$ cat src/rtl/mem_stage.sv
// mem_stage: pipeline memory stage. Issues data-memory requests for
// loads and stores, and forwards load data and ALU results to MEM/WB.
//
// Ports:
//   clk, rst          clock, synchronous active-high reset
//   mem_reg_waddr,    EX/MEM destination register
//   mem_we,           EX/MEM register-write enable
//   mem_reg_wdata     EX/MEM ALU result
//   mem_mem_addr      effective byte address
//   mem_aluop         operation code
//   mem_rt_data       store data
//   dm_req .. dm_wdata    data-memory request bus (dm_req is registered)
//   dm_ack, dm_rdata      data-memory completion strobe and read word
//   wb_reg_waddr, wb_we, wb_reg_wdata   results to MEM/WB
//   stallreq_mem      freeze request to the stall controller
//   mem_excp          misaligned access or bus timeout
module mem_stage #(
    parameter int         TIMEOUT = 255,
    parameter logic [7:0] OP_LB   = 8'h20,
    parameter logic [7:0] OP_LH   = 8'h21,
    parameter logic [7:0] OP_LW   = 8'h23,
    parameter logic [7:0] OP_LBU  = 8'h24,
    parameter logic [7:0] OP_LHU  = 8'h25,
    parameter logic [7:0] OP_SB   = 8'h28,
    parameter logic [7:0] OP_SH   = 8'h29,
    parameter logic [7:0] OP_SW   = 8'h2B
) (
    input  logic        clk,
    input  logic        rst,
    input  logic [4:0]  mem_reg_waddr,
    input  logic        mem_we,
    input  logic [31:0] mem_reg_wdata,
    input  logic [31:0] mem_mem_addr,
    input  logic [7:0]  mem_aluop,
    input  logic [31:0] mem_rt_data,
    output logic        dm_req,
    output logic        dm_we,
    output logic [31:0] dm_addr,
    output logic [3:0]  dm_be,
    output logic [31:0] dm_wdata,
    input  logic        dm_ack,
    input  logic [31:0] dm_rdata,
    output logic [4:0]  wb_reg_waddr,
    output logic        wb_we,
    output logic [31:0] wb_reg_wdata,
    output logic        stallreq_mem,
    output logic        mem_excp
);

    typedef enum logic [1:0] {IDLE, REQ, DONE} state_t;

    localparam int            CW      = $clog2(TIMEOUT + 1);
    localparam logic [CW-1:0] CNT_MAX = CW'(TIMEOUT - 1);

    state_t        state, state_d;
    logic          req_d;
    logic [CW-1:0] cnt, cnt_d;
    logic [31:0]   rdata_q, rdata_d;
    logic          tmo_q, tmo_d;

    logic is_lb, is_lh, is_lw, is_lbu, is_lhu;
    logic is_sb, is_sh, is_sw;
    logic is_load, is_store, is_mem, misaligned;
    logic [1:0]  ofs;
    logic [7:0]  ld_byte;
    logic [15:0] ld_half;
    logic [31:0] load_val;
    state_t      cur;

    assign ofs = mem_mem_addr[1:0];

    assign is_lb  = (mem_aluop == OP_LB);
    assign is_lh  = (mem_aluop == OP_LH);
    assign is_lw  = (mem_aluop == OP_LW);
    assign is_lbu = (mem_aluop == OP_LBU);
    assign is_lhu = (mem_aluop == OP_LHU);
    assign is_sb  = (mem_aluop == OP_SB);
    assign is_sh  = (mem_aluop == OP_SH);
    assign is_sw  = (mem_aluop == OP_SW);

    assign is_load  = is_lb | is_lh | is_lw | is_lbu | is_lhu;
    assign is_store = is_sb | is_sh | is_sw;
    assign is_mem   = is_load | is_store;

    assign misaligned = ((is_lh | is_lhu | is_sh) & ofs[0])
                      | ((is_lw | is_sw) & (ofs != 2'b00));

    // Request bus is decoded straight from the held EX/MEM inputs.
    assign dm_we   = is_store;
    assign dm_addr = {mem_mem_addr[31:2], 2'b00};

    always_comb begin
        dm_be    = 4'b1111;
        dm_wdata = mem_rt_data;
        if (is_sb | is_lb | is_lbu) begin
            dm_be = 4'b0001 << ofs;
        end
        if (is_sh | is_lh | is_lhu) begin
            dm_be = 4'b0011 << ofs;
        end
        if (is_sb) begin
            dm_wdata = {4{mem_rt_data[7:0]}};
        end
        if (is_sh) begin
            dm_wdata = {2{mem_rt_data[15:0]}};
        end
    end

    always_comb begin
        unique case (ofs)
            2'd0: ld_byte = rdata_q[7:0];
            2'd1: ld_byte = rdata_q[15:8];
            2'd2: ld_byte = rdata_q[23:16];
            default: ld_byte = rdata_q[31:24];
        endcase
        ld_half  = ofs[1] ? rdata_q[31:16] : rdata_q[15:0];
        load_val = rdata_q;
        if (is_lb)  load_val = {{24{ld_byte[7]}}, ld_byte};
        if (is_lbu) load_val = {24'b0, ld_byte};
        if (is_lh)  load_val = {{16{ld_half[15]}}, ld_half};
        if (is_lhu) load_val = {16'b0, ld_half};
    end

    // While reset is held the outputs behave as in IDLE.
    assign cur = rst ? IDLE : state;

    always_comb begin
        state_d      = state;
        req_d        = dm_req;
        cnt_d        = cnt;
        rdata_d      = rdata_q;
        tmo_d        = tmo_q;
        wb_reg_waddr = mem_reg_waddr;
        wb_we        = mem_we;
        wb_reg_wdata = mem_reg_wdata;
        stallreq_mem = 1'b0;
        mem_excp     = 1'b0;
        unique case (cur)
            IDLE: begin
                if (is_mem && misaligned) begin
                    mem_excp = 1'b1;
                    wb_we    = 1'b0;
                end else if (is_mem) begin
                    stallreq_mem = 1'b1;
                    wb_we        = 1'b0;
                    state_d      = REQ;
                    req_d        = 1'b1;
                    cnt_d        = '0;
                    tmo_d        = 1'b0;
                end
            end
            REQ: begin
                stallreq_mem = 1'b1;
                wb_we        = 1'b0;
                if (dm_ack) begin
                    rdata_d = dm_rdata;
                    req_d   = 1'b0;
                    state_d = DONE;
                end else if (cnt == CNT_MAX) begin
                    req_d   = 1'b0;
                    tmo_d   = 1'b1;
                    state_d = DONE;
                end else begin
                    cnt_d = cnt + CW'(1);
                end
            end
            DONE: begin
                state_d = IDLE;
                if (is_load) begin
                    wb_reg_wdata = load_val;
                end
                if (tmo_q) begin
                    mem_excp = 1'b1;
                    wb_we    = 1'b0;
                end
            end
            default: begin
                state_d = IDLE;
            end
        endcase
    end

    always_ff @(posedge clk) begin
        if (rst) begin
            state   <= IDLE;
            dm_req  <= 1'b0;
            cnt     <= '0;
            rdata_q <= '0;
            tmo_q   <= 1'b0;
        end else begin
            state   <= state_d;
            dm_req  <= req_d;
            cnt     <= cnt_d;
            rdata_q <= rdata_d;
            tmo_q   <= tmo_d;
        end
    end

endmodule

$ cat config.mk
export PLATFORM = sky130hd
export DESIGN_NAME = mem_stage
export DESIGN_NICKNAME = d
export VERILOG_FILES = /design/src/rtl/mem_stage.sv
export SDC_FILE = /design/constraint.sdc
export NUM_CORES = 1
export LEC_CHECK = 0
export CAP_MARGIN = 20
export CORE_MARGIN = 2
export CORE_UTILIZATION = 39
export CTS_CLUSTER_SIZE = 24
export DETAILED_ROUTE_END_ITERATION = 8
export PLACE_DENSITY = 0.87
export SLEW_MARGIN = 20
export SYNTH_ARGS = -nofsm -noshare
export SYNTH_HDL_FRONTEND = slang
export SYNTH_SLANG_ARGS = --single-unit
$ cat constraint.sdc
create_clock -name clk -period 9.3 [get_ports clk]
set_input_delay 1.86 -clock clk [delete_from_list [all_inputs] [get_ports clk]]
set_output_delay 1.86 -clock clk [all_outputs]
set_load 0.02 [all_outputs]
* Word level (Yosys, flattened, before mapping)
Cells that the tools add are included.
** Operators by class
- $add $sub $neg :: 1
- Eq/ne operators :: 19
- Shift operators :: 2
- Muxes and demuxes :: 43
- Bitwise logic cells :: 17
- Reduce and logical (&&, ||, !) cells :: 10
** Operator list (number)
- 32-bit two-way mux :: 8
- 8-bit by 6-bit == test with 1-bit output (second input constant) :: 8
- 8-bit two-way mux :: 4
- 8-bit case mux with 3 select lines :: 1
- 16-bit two-way mux :: 1
- 8-bit case mux with 2 select lines :: 1
- 1-bit two-way mux :: 15
- 1-bit bitwise OR :: 15
- 2-bit two-way mux :: 5
- 2-bit inequality test (second input constant) :: 5
- 5-bit AND reduction :: 2
- 8-bit by 1-bit adder with 8-bit output (second input constant) :: 1
- 8-bit == test (second input constant) :: 1
- 4-bit two-way mux :: 2
- 1-bit case mux with 2 select lines :: 4
- 2-bit by 1-bit == test with 1-bit output (second input constant) :: 2
- 2-bit == test (second input constant) :: 2
- 2-bit zero test :: 2
- 2-bit case mux with 2 select lines :: 1
- 4-bit AND reduction :: 1
- 2-bit nonzero test :: 2
- 1-bit by 2-bit << shifter with 4-bit output (first input constant) :: 1
- 2-bit by 2-bit << shifter with 4-bit output (first input constant) :: 1
- 3-bit inequality test (second input constant) :: 1
- other kinds (5) :: 6
** Storage, ports and cells
- Register bits after elaboration :: 44
- Input port bits :: 145
- Output and inout port bits :: 110
- Logic and storage cells :: 97

* Logic depth before layout (Yosys ltp)
- Depth in word-level cells :: 9
- Mapped depth :: 9
- Mapped depth without buffers :: 6

* Least setup slack after synthesis
OpenSTA, ideal clock, no wires.
- Path type :: in2out
- From :: in mem_mem_addr[1]
- To :: out wb_reg_wdata[31]
- Arrival time :: 3973 ps
- Data required time :: 7440 ps
- Path slack :: 3467 ps
- Cell stages on the path :: 8
- Buffers on the path :: 2
- Path through :: buf_1 -> inv_1 -> ha_1 -> clkbuf_1 -> a21oi_1 -> a21oi_1 -> a211oi_2 -> o311ai_0
** On the way
- Word-level cells in the longest chain between the ends :: 8
- Elaborated cells on any way between the ends :: 11
- Classes of those cells :: eq/ne: 2; mux: 8; reduce/logical: 1
** Ends and longest elaborated chain
- start, declared :: line 33 : input logic [31:0] mem_mem_addr,
- 2-bit == test, or another cell as far along :: line 110 : unique case (ofs)
- 8-bit case mux with 3 select lines :: line 110
- 32-bit two-way mux :: line 118 : if (is_lb) load_val = {{24{ld_byte[7]}}, ld_byte};
- 32-bit two-way mux :: line 119 : if (is_lbu) load_val = {24'b0, ld_byte};
- 32-bit two-way mux * :: line 120 : if (is_lh) load_val = {{16{ld_half[15]}}, ld_half};
- 32-bit two-way mux * :: line 121 : if (is_lhu) load_val = {16'b0, ld_half};
- 32-bit two-way mux * :: line 169 : if (is_load) begin
- 32-bit two-way mux * :: line 138 : unique case (cur)
- end, declared :: line 45 : output logic [31:0] wb_reg_wdata,
Every way passes the cells marked *; elsewhere a longest branch is shown, timed or not.

* Final worst setup path
- From :: in mem_mem_addr[1]
- To :: out wb_reg_wdata[24]
The elaborated chain is that of the path after synthesis.

==> flow_summary.yaml <==
timing:
  fin_tns_setup_ns: 0
  slew_viol_final: 0
  relSlewSlack_pct: 28.2
  finalSetupViolations: 0
  finClkSkew_ns: 0.00892
  rsz0062_at_grt: "no"
  worst-slew-pin-transition_ns: 1.08
  max_freq_mhz: 138
  timing.final.crit_share_pct: 78.0
  finalCriticalPeriod_ns: 7.26
  hold_viol_final: 0
clocking:
  root_buffer: "clkbuf_8"
  post-cts-setup-buffers: 0
  cts_resized: 0
  cts_tree: "built"
  clk-insertion-delay-late_ns: 0.30
  h-tree-depth: 2
  cts-buffers-inserted: 5
  clock-sinks: 44
  clock_path_buffers: 2
  postCtsHoldBufs: 0
  clk_pin_slew_worst_paths_ns: 0.08
floorplan:
  rows: 35
  io-pin-count: 255
  core_um2: 9280
  initial_core_util_pct: 40.5
  die_h_um: 102
  die_area_um2: 10400
  die_w_um: 102
placed_design:
  hpwl_um: 11700
  place.gp.congestion: 1.00
  io_buffers: 182
  dpl_cell_area_um2: 5300
synth:
  synthXorXnorAreaFrac_pct: 0
  synth_ff_type: "dfxtp_1"
  synth_edf_count: 0
  yosys-top-cells-area: "dfxtp_1 (23%), nand2_1 (9.7%), buf_4 (9.4%), a21oi_1 (8.1%), mux2_2 (4.8%)"
  yosysTopAreaCell: "dfxtp_1"
  synth_area_per_cell_um2: 7.18
  ys_types: 54
  postSynth.asyncResetShare_pct: 0
  synth-simple-area-share_pct: 24.0
  syn_inst: 524
  ys_ff_latch: 44
  synth_top_cell_area_share_pct: 23.4
  synth-compound-area-share_pct: 27.2
  ys_seq_area_share_pct: 23.4
  synth-warning-count: 0
  synth_fa_ha_area_share_pct: 2.00
  synth_top_family_by_area: "compound AO/OA/AOI/OAI gates"
  synth_mux_area_share_pct: 9.32
  netlist_area_um2: 3760
hold_path:
  hp-start: "rdata_q[0]$_SDFFE_PP0P_"
  hold_path_depth: 2
  hold_class: "flip-flop to flip-flop"
worst_setup_path:
  critical_path_buf_inv_count: 2
  cp-end-kind: "output port"
  path_cells: "clkdlybuf4s50_1, ha_1, nor2b_1, a21oi_1, a211oi_2, o211ai_1, clkdlybuf4s50_1"
  r2r-start: "state[0]$_SDFFE_PP0P_"
  start_kind: "primary input"
  crit_start: "mem_mem_addr[1]"
  cp.required_ns: 7.44
  cp.depth: 7
  rr_worst_depth: 4
  cpMostUsedCell: "clkdlybuf4s50_1"
  crit_family: "buffers and inverters"
  cp.arrival_ns: 5.40
  slowest_stage: "clkdlybuf4s50_1"
  critPathMaxStageDelay_ns: 0.90
  worstPathMaxFanout: 17
  criticalPathCategory: "primary input to output port"
  r2r_slack_ns: 7.06
power:
  peakVddDrop_uv: 70.9
  power.density_nw_per_um2: 99.5
  p_leak_uw: 0.00194
route:
  routed_wl_um: 14700
  wl_per_cell_um: 19.0
  postRouteAntennaNets: 0
  drcViolationCount: 0
  initialDrtViolationCount: 410
  drtPass1Iterations: 6
  viasPerCell: 5.65
  num_vias: 4350
global_route:
  grt_use_total_pct: 26.9
  grt_pass1_wl_um: 21600
  grt_pass1_vias: 4061
  grt_overflow_total: 0
  antenna_found_initial: 0
  grt_max_degree: 44
final_layout:
  stdcell_area_um2: 5470
  syn_to_final_growth_pct: 45.4
  utilization_pct: 58.9
  drive_above_1_share_pct: 6.40
  nNetsFinal: 791
  diodes: 0
job:
  maxCapViolations: 0
outcome:
  status: "complete, no violations"
## stage by stage
step           setup slack (ns)  power (uW)  hold slack [ns]  instances
2_1_floorplan              3.47         278            0.449        525
3_3_place_gp               2.29         340            0.468        762
3_5_place_dp               2.17         343            0.467        762
4_1_cts                    2.15         542            0.478        770
5_1_grt                    1.90         560            0.502        770
6_report                   2.04         544            0.481        770
## cells by family (layout without fill, tap and decap cells)
logic type | after synthesis | count (layout)
compound gates | 163 | 163
simple gates | 186 | 186
fa+ha+maj | 6 | 6
buf+inv | 91 | 207
other cells | 1 | 2
mux | 33 | 33
flops | 44 | 44
## sequential cells by signal, summed over array words and instances, names as in the netlist
signal / flops
rdata_q: 32
tmo_q: 1
state: 2
cnt: 8
dm_req: 1
## final cells by class
cell class | instances | area (um^2)
clock buffers | 5 | 68.8
repair buffers | 186 | 1850
inverters | 13 | 48.8
fillers | 875 | 3820
flip-flops and latches | 44 | 881
well taps | 129 | 161
clock inverters | 3 | 90.1
multi-input cells | 390 | 2360
## worst register-to-register path: stages, from the launching register on
cell,delay (ns)
dfxtp_1,0.46
nor3b_2,0.58
o211ai_1,0.56
o41a_1,0.49
o31ai_1,0.07
## layer usage
metal  vias up  GRT usage [%]  wire length [um]
li1       2060              -                 -
met1      2005           32.5              5640
met2       244           47.1              7360
met3        41           5.88              1240
met4         0           9.64               421
met5         -              0                 0
## report_power, final
part | switching (uW) | internal [uW] | total (uW)
logic | 67.1 | 82.2 | 149
clock network | 70.6 | 134 | 205
registers | 0.807 | 189 | 190
## cells in the mapped netlist (2+ instances only)
library cell / instances
a211oi_1: 2
a21o_1: 2
a21oi_1: 61
a221oi_1: 8
a31o_2: 2
and2_1: 3
and3_1: 2
buf_1: 2
buf_2: 7
buf_4: 47
clkbuf_1: 22
dfxtp_1: 44
ha_1: 6
inv_1: 12
mux2_2: 16
mux2i_1: 17
nand2_1: 97
nand2b_1: 4
nand3_1: 13
nand4_1: 2
nor2_1: 31
nor2b_1: 10
nor3_1: 12
nor3_4: 2
nor4_4: 2
o211ai_1: 18
o21ai_0: 32
o22ai_1: 11
o31ai_1: 11
or4_1: 2
## path summary, 6_finish.rpt
| path | to |
|---|---|
| max | wb_reg_wdata[24] |
| max reg2reg | cnt[2]$_SDFFE_PP0P_ |
| min reg2reg | rdata_q[0]$_SDFFE_PP0P_ |
| min | rdata_q[0]$_SDFFE_PP0P_ |
## placed cells by master, fill, tap and decap left out, types with 6 or more instances in the layout
master and instances:
dfxtp_1 44, a21oi_1 61, mux2_2 16, mux2i_1 17
nor2_1 31, nor2b_1 10, inv_1 12, o211ai_1 18
o31ai_1 11, nand2_1 96, nand3_1 13, clkdlybuf4s50_1 182
o21ai_0 32, a221oi_1 8, ha_1 6, nor3_1 11
o22ai_1 11
Note: power is estimated with default switching activity, not from simulation.
